## src/rtl/move_scheduler_pkg.sv

```systemverilog
// Shared button command codes, screen codes, FSM states and press arbitration
// for the move_scheduler front end.
package move_scheduler_pkg;

  localparam int unsigned BTN_W    = 5;
  localparam int unsigned SCREEN_W = 3;

  // One-hot command codes; bit positions match the raw button pins.
  typedef enum logic [BTN_W-1:0] {
    BUTTON_NONE   = 5'b00000,
    BUTTON_UP     = 5'b00001,
    BUTTON_DOWN   = 5'b00010,
    BUTTON_LEFT   = 5'b00100,
    BUTTON_RIGHT  = 5'b01000,
    BUTTON_CENTER = 5'b10000
  } button_e;

  typedef enum logic [SCREEN_W-1:0] {
    GAME_START = 3'd1,
    GAME_PLAY  = 3'd2
  } screen_e;

  typedef enum logic [1:0] {
    MS_IDLE   = 2'd0,
    MS_DELAY  = 2'd1,
    MS_REPEAT = 2'd2,
    MS_HOLD   = 2'd3
  } ms_state_e;

  // Fixed priority centre > up > down > left > right; directions only when allowed.
  function automatic logic [BTN_W-1:0] arbitrate(input logic [BTN_W-1:0] press,
                                                 input logic             dir_ok);
    logic [BTN_W-1:0] sel;
    sel = BUTTON_NONE;
    if (press[4]) begin
      sel = BUTTON_CENTER;
    end else if (dir_ok) begin
      if (press[0])      sel = BUTTON_UP;
      else if (press[1]) sel = BUTTON_DOWN;
      else if (press[2]) sel = BUTTON_LEFT;
      else if (press[3]) sel = BUTTON_RIGHT;
    end
    return sel;
  endfunction

endpackage

```

## src/rtl/move_scheduler_button_debounce.sv

```systemverilog
// One button: 2-FF synchroniser, stable-count debounce and registered rising-edge event.
module move_scheduler_button_debounce #(
  parameter int unsigned DEBOUNCE_CYCLES = 1_000_000
) (
  input  logic clk,
  input  logic rst_n,
  input  logic raw_i,
  output logic level_o,
  output logic press_o
);

  localparam int unsigned CNT_W = (DEBOUNCE_CYCLES > 1) ? $clog2(DEBOUNCE_CYCLES) : 1;
  localparam logic [CNT_W-1:0] CNT_LAST = CNT_W'(DEBOUNCE_CYCLES - 1);

  logic             sync1_q;
  logic             sync2_q;
  logic             level_q;
  logic             level_prev_q;
  logic             press_q;
  logic [CNT_W-1:0] cnt_q;

  always_ff @(posedge clk or negedge rst_n) begin
    if (!rst_n) begin
      sync1_q      <= 1'b0;
      sync2_q      <= 1'b0;
      level_q      <= 1'b0;
      level_prev_q <= 1'b0;
      press_q      <= 1'b0;
      cnt_q        <= '0;
    end else begin
      sync1_q <= raw_i;
      sync2_q <= sync1_q;
      // Count consecutive samples disagreeing with the accepted level.
      if (sync2_q == level_q) begin
        cnt_q <= '0;
      end else if (cnt_q == CNT_LAST) begin
        level_q <= ~level_q;
        cnt_q   <= '0;
      end else begin
        cnt_q <= cnt_q + CNT_W'(1);
      end
      level_prev_q <= level_q;
      press_q      <= level_q & ~level_prev_q;
    end
  end

  assign level_o = level_q;
  assign press_o = press_q;

endmodule

```

## src/rtl/move_scheduler.sv

```systemverilog
// Button front end: debounces five buttons, arbitrates presses and issues one-cycle
// move/select commands. Auto-repeat of held directions is built only with MOVE_REPEAT_EN.
module move_scheduler
  import move_scheduler_pkg::*;
#(
  parameter int unsigned DEBOUNCE_CYCLES = 1_000_000,
  parameter int unsigned REPEAT_DELAY    = 50_000_000,
  parameter int unsigned REPEAT_PERIOD   = 15_000_000
) (
  input  logic                clk,
  input  logic                rst_n,
  input  logic [SCREEN_W-1:0] screen_state_i,
  input  logic [BTN_W-1:0]    button_raw_i,
  output logic [BTN_W-1:0]    button_o,
  output logic                busy_o
);

  // Two pulses must be separated by at least one idle cycle.
  if (REPEAT_PERIOD < 2 || REPEAT_DELAY < 1) begin : g_bad_repeat_cfg
    $error("move_scheduler: REPEAT_PERIOD must be >= 2 and REPEAT_DELAY >= 1");
  end

  logic [BTN_W-1:0] level;
  logic [BTN_W-1:0] press;
  logic [BTN_W-1:0] sel;
  logic             dir_ok;
  logic             held;

  for (genvar i = 0; i < BTN_W; i++) begin : g_btn
    move_scheduler_button_debounce #(
      .DEBOUNCE_CYCLES(DEBOUNCE_CYCLES)
    ) u_debounce (
      .clk    (clk),
      .rst_n  (rst_n),
      .raw_i  (button_raw_i[i]),
      .level_o(level[i]),
      .press_o(press[i])
    );
  end

  ms_state_e        state_q;
  logic [BTN_W-1:0] button_q;
  logic [BTN_W-1:0] active_q;
  logic             busy_q;

  assign dir_ok = (screen_state_i == GAME_PLAY);
  assign sel    = arbitrate(press, dir_ok);
  assign held   = |(level & active_q);

`ifdef MOVE_REPEAT_EN
  localparam int unsigned DLY_W = (REPEAT_DELAY > 1) ? $clog2(REPEAT_DELAY) : 1;
  localparam int unsigned PER_W = (REPEAT_PERIOD > 1) ? $clog2(REPEAT_PERIOD) : 1;
  localparam int unsigned RPT_W = (DLY_W > PER_W) ? DLY_W : PER_W;

  logic [RPT_W-1:0] rpt_cnt_q;
`endif

  // Counter is loaded with N-1 so the next pulse lands exactly N cycles later.
  always_ff @(posedge clk or negedge rst_n) begin
    if (!rst_n) begin
      state_q   <= MS_IDLE;
      button_q  <= BUTTON_NONE;
      active_q  <= BUTTON_NONE;
      busy_q    <= 1'b0;
`ifdef MOVE_REPEAT_EN
      rpt_cnt_q <= '0;
`endif
    end else begin
      button_q <= BUTTON_NONE;
      case (state_q)
        MS_IDLE: begin
          if (sel != BUTTON_NONE) begin
            button_q <= sel;
            active_q <= sel;
            busy_q   <= 1'b1;
`ifdef MOVE_REPEAT_EN
            rpt_cnt_q <= RPT_W'(REPEAT_DELAY - 1);
            state_q   <= (sel == BUTTON_CENTER) ? MS_HOLD : MS_DELAY;
`else
            state_q  <= MS_HOLD;
`endif
          end
        end
`ifdef MOVE_REPEAT_EN
        MS_DELAY, MS_REPEAT: begin
          if (!held || !dir_ok) begin
            state_q <= MS_IDLE;
            busy_q  <= 1'b0;
          end else if (rpt_cnt_q == '0) begin
            button_q  <= active_q;
            rpt_cnt_q <= RPT_W'(REPEAT_PERIOD - 1);
            state_q   <= MS_REPEAT;
          end else begin
            rpt_cnt_q <= rpt_cnt_q - RPT_W'(1);
          end
        end
`endif
        default: begin
          if (!held) begin
            state_q <= MS_IDLE;
            busy_q  <= 1'b0;
          end
        end
      endcase
    end
  end

  assign button_o = button_q;
  assign busy_o   = busy_q;

endmodule

```

## config.mk

```make
export PLATFORM = sky130hd
export DESIGN_NAME = move_scheduler
export DESIGN_NICKNAME = d
export VERILOG_FILES = /design/src/rtl/move_scheduler_pkg.sv /design/src/rtl/move_scheduler_button_debounce.sv /design/src/rtl/move_scheduler.sv
export SDC_FILE = /design/constraint.sdc
export NUM_CORES = 1
export LEC_CHECK = 0
export ABC_AREA = 1
export BUFFER_PORTS_ARGS = -buffer_cell sky130_fd_sc_hd__buf_4
export CAP_MARGIN = 20
export CORE_AREA = 2 2 186 97
export CTS_BUF_LIST = sky130_fd_sc_hd__clkbuf_16
export DETAILED_ROUTE_END_ITERATION = 12
export DIE_AREA = 0 0 188 99
export SYNTH_ARGS = -nofsm -noshare
export SYNTH_HDL_FRONTEND = slang
export SYNTH_SLANG_ARGS = --single-unit
```

## constraint.sdc

```tcl
create_clock -name clk -period 2.9 [get_ports clk]
set_clock_uncertainty 0.1 [all_clocks]
set_input_delay 0.145 -clock clk [delete_from_list [all_inputs] [get_ports clk]]
set_output_delay 0.145 -clock clk [all_outputs]
set_load 0.02 [all_outputs]
```

==> Implementation_results.wiki <==
{| class="wikitable"
! Metric !! Value
|-
| Run status || completed
|-
| Top-level port count || 16
|-
| ANT nets after route || 0
|-
| Mean instance size in the synthesized netlist || 8.20 um^2
|-
| Max stage delay cell, worst path || dfrtp_1
|-
| Full die area || 18600 um^2
|-
| Post-Synthesis Net Count || 826
|-
| Fin crit period || 1.77 ns
|-
| Initial Utilization || 39.2%
|-
| Critical path's most frequent cell || nand2_1
|-
| Number of H-tree branching levels || 4
|-
| Relative contribution of sequential cells to total power || 46.4%
|-
| Drc violations || 0
|-
| Floorplan die width || 188 um
|-
| Global route overflow || 0
|-
| Share of total power in the clock network || 50.7%
|-
| Library cell occupying the most area in the post-synthesis netlist || dfrtp_1
|-
| Number of gates resized after CTS || 0
|-
| Kind of critical path || reg2reg
|-
| Max-capacitance violation count || 0
|-
| Num CTS Buffers || 17
|-
| Static leakage || 3.49 nW
|-
| Worst setup slack before clock tree synthesis || 1.16 ns
|-
| Data arrival time of the critical path || 1.96 ns
|-
| End of the worst register-to-register path || g_btn[2].u_debounce.cnt_q[19]
|-
| Max Fanout on Critical Path || 8
|-
| Logic pwr share || 3.0%
|-
| Share of layout cells above drive strength 1 || 10.9%
|-
| Combined buffer and inverter count along the critical path || 1
|-
| Worst Hold Class || in2async
|-
| Number of warnings issued by yosys || 0
|-
| Overall fraction of global-route tracks in use || 15.6%
|-
| Number of filler instances in the final layout || 1620
|-
| Master cell of the clock root buffer || clkbuf_16
|-
| Required time worst endpoint || 3.09 ns
|-
| ANT cells || 0
|-
| Global placement routability congestion || 0.843
|-
| Pin slew with the least headroom to its limit || 0.591 ns
|-
| DR iter-0 viols || 389
|-
| Switching power of the nets || 0.000958 W
|-
| Power Total || 0.00419 W
|-
| Flop and latch count out of synthesis || 136
|-
| Num rows || 34
|-
| Setup slack of the critical path after layout || 1.13 ns
|-
| Clock latency at the later pin of the worst-skew pair || 0.41 ns
|-
| Via count of the first global-routing pass || 4520
|-
| Share of the core filled with cells in the final layout || 45.5%
|-
| Share of Yosys cell area claimed by the top area cell type || 51.2%
|-
| Clock Sinks || 136
|-
| Final period utilization || 60.9%
|-
| Global-route wire length before repair || 23100 um
|-
| Number of port buffers || 15
|-
| Layout overhead on the synthesized area || 16.1%
|-
| Power per cell area || 542 nW/um^2
|-
| Final setup fails || 0
|-
| Cell type group with the largest total delay on the critical path || simple AND/OR/NAND/NOR gates
|-
| Number of setup buffers added after CTS || 0
|-
| Startpoint of the lowest-slack register-to-register path || g_btn[2].u_debounce.cnt_q[0]
|-
| Number of detailed-route iterations in the first pass || 5
|-
| Number of hold-slack violations in the final timing report || 0
|-
| Relative slew slack || 60.6%
|-
| Synth Cell Area || 6650 um^2
|-
| Internal cell power || 0.00323 W
|-
| Area of the core || 17000 um^2
|-
| Wire length per cell || 12.1 um
|-
| Cell-by-cell listing of the critical path || ha_1 -> nand2_1 -> nor3_2 -> nand3_1 -> nand2_2 -> inv_1 -> nand2_1 -> nor2_1
|-
| Biggest area contributors in the synthesized netlist || dfrtp_1 (51%), nor2_1 (12%), nand2_1 (9.4%)
|-
| Fraction of power spent switching nets || 22.9%
|-
| Post-synthesis sequential area ratio || 51.2%
|-
| Post-Route WL || 13300 um
|-
| Post-CTS Hold Fix Bufs || 6
|-
| Maximum number of pins on one net before global-route repair || 64
|-
| Internal reg-to-reg setup slack || 1.13 ns
|-
| Die Y || 99 um
|-
| Count of distinct cell types in the synthesized netlist || 27
|-
| Worst VDD drop || 444 uV
|-
| CTS clk-pin slew, worst paths || 0.06 ns
|-
| Clock tree from TritonCTS || done
|-
| Largest stage delay on the critical path || 0.37 ns
|-
| Async set-or-reset flop fraction in the synthesized netlist || 100%
|-
| Number of antenna violations at the first check in global routing || 0
|-
| Number of enable flip-flop cells after synthesis || 0
|-
| Setup repair after global routing missed its margin || no
|-
| Number of standard cells after synthesis || 811
|-
| Endpoint class of the critical path || register
|-
| Number of pins with negative max-slew slack in the final report || 0
|-
| Most used DFF post-synth || dfrtp_1
|-
| Final setup TNS || 0 ns
|-
| Maximum clock rate || 566 MHz
|-
| Detailed-placement wirelength estimate || 9660 um
|-
| Vias || 4878
|-
| Kind of launch point of the worst setup path || register
|-
| Final-stage net count || 867
|-
| Commonest cells post-synth || nor2_1 (208), nand2_1 (167), dfrtp_1 (136)
|-
| CTS max path bufs || 2
|-
| Count of cells along the worst register-to-register path || 8
|-
| Most frequent cell after synthesis || nor2_1
|-
| Via/cell ratio || 4.44
|}
[layout make-up]
cell class,instances,area (um^2),area share [%]
flip-flops and latches,136,3400,44.1
multi-input cells,584,2900,37.6
clock buffers,17,425,5.51
inverters,90,338,4.38
well taps,234,293,3.79
repair buffers,23,204,2.64
clock inverters,15,154,1.99
[sequential cells by signal, indices dropped and copies added (netlist names)]
signal and count:
g_btn.u_debounce.sync2_q 5, state_q 1, g_btn.u_debounce.press_o 5, g_btn.u_debounce.level_prev_q 5, button_o 5, g_btn.u_debounce.sync1_q 5, active_q 5, g_btn.u_debounce.level_o 5
g_btn.u_debounce.cnt_q 100
[cells by family (layout without fill, tap and decap cells)]
kind of cell / count (synthesis) / count (layout) / share of synthesized area (%)
simple gates: 501 / 501 / 33.6
flops: 136 / 136 / 51.2
buf+inv: 91 / 145 / 5.16
xor+xnor: 56 / 56 / 7.38
compound gates: 22 / 22 / 1.75
fa+ha+maj: 5 / 5 / 0.941
[cell usage in the layout, fill, tap and decap left out, drive strengths merged]
cell and count:
buf 17, clkinvlp 2, nand4 13, dlygate4sd3 6, xor2 45, o21ai 6, nand3b 5, clkbuf 17
ha 5, nor2 226, xnor2 11, nand2 182, a31oi 1, nor4 1, nand3 47, clkinv 9
o21bai 2, inv 92, nor3b 6, dfrtp 136, nor3 21, bufinv 2, a21oi 13
[stage by stage]
stage / hold WS [ns] / instances / instance area (um^2)
after floorplan: -0.251 / 811 / 6650
after global placement: 0.0738 / 1061 / 7080
after detailed placement: 0.0674 / 1061 / 7080
after CTS: 0.155 / 1099 / 7720
after global routing: 0.207 / 1099 / 7720
final: 0.167 / 1099 / 7720
[metal layers]
layer	track usage (%)	share of wire (%)	wire [um]
met2	18.0	33	4440
met3	4.20	4.9	651
met1	27.0	61	8140
met5	0	0	0
met4	3.45	0.60	80
[power groups by stage]
stage | clock, W | combinational, W | sequential [W]
5_1_grt | 0.00227 | 0.000146 | 0.00194
3_5_place_dp | 0 | 0.000121 | 0.00198
2_1_floorplan | 0 | 0.0000551 | 0.00197
4_1_cts | 0.00218 | 0.000129 | 0.00194
6_report | 0.00212 | 0.000125 | 0.00194
3_3_place_gp | 0 | 0.000124 | 0.00198
[how the worst max path moves through the flow]
stage,cells after the start,endpoint,from
after floorplan,8,g_btn[2].u_debounce.cnt_q[19],g_btn[2].u_debounce.cnt_q[0]
after global placement,8,g_btn[2].u_debounce.cnt_q[13],g_btn[2].u_debounce.cnt_q[0]
after detailed placement,8,g_btn[2].u_debounce.cnt_q[19],g_btn[2].u_debounce.cnt_q[0]
after CTS,8,g_btn[2].u_debounce.cnt_q[19],g_btn[2].u_debounce.cnt_q[0]
after global routing,8,g_btn[2].u_debounce.cnt_q[13],g_btn[2].u_debounce.cnt_q[0]
final,8,g_btn[2].u_debounce.cnt_q[19],g_btn[2].u_debounce.cnt_q[0]
No activity file was read; power rests on OpenSTA's default activity.
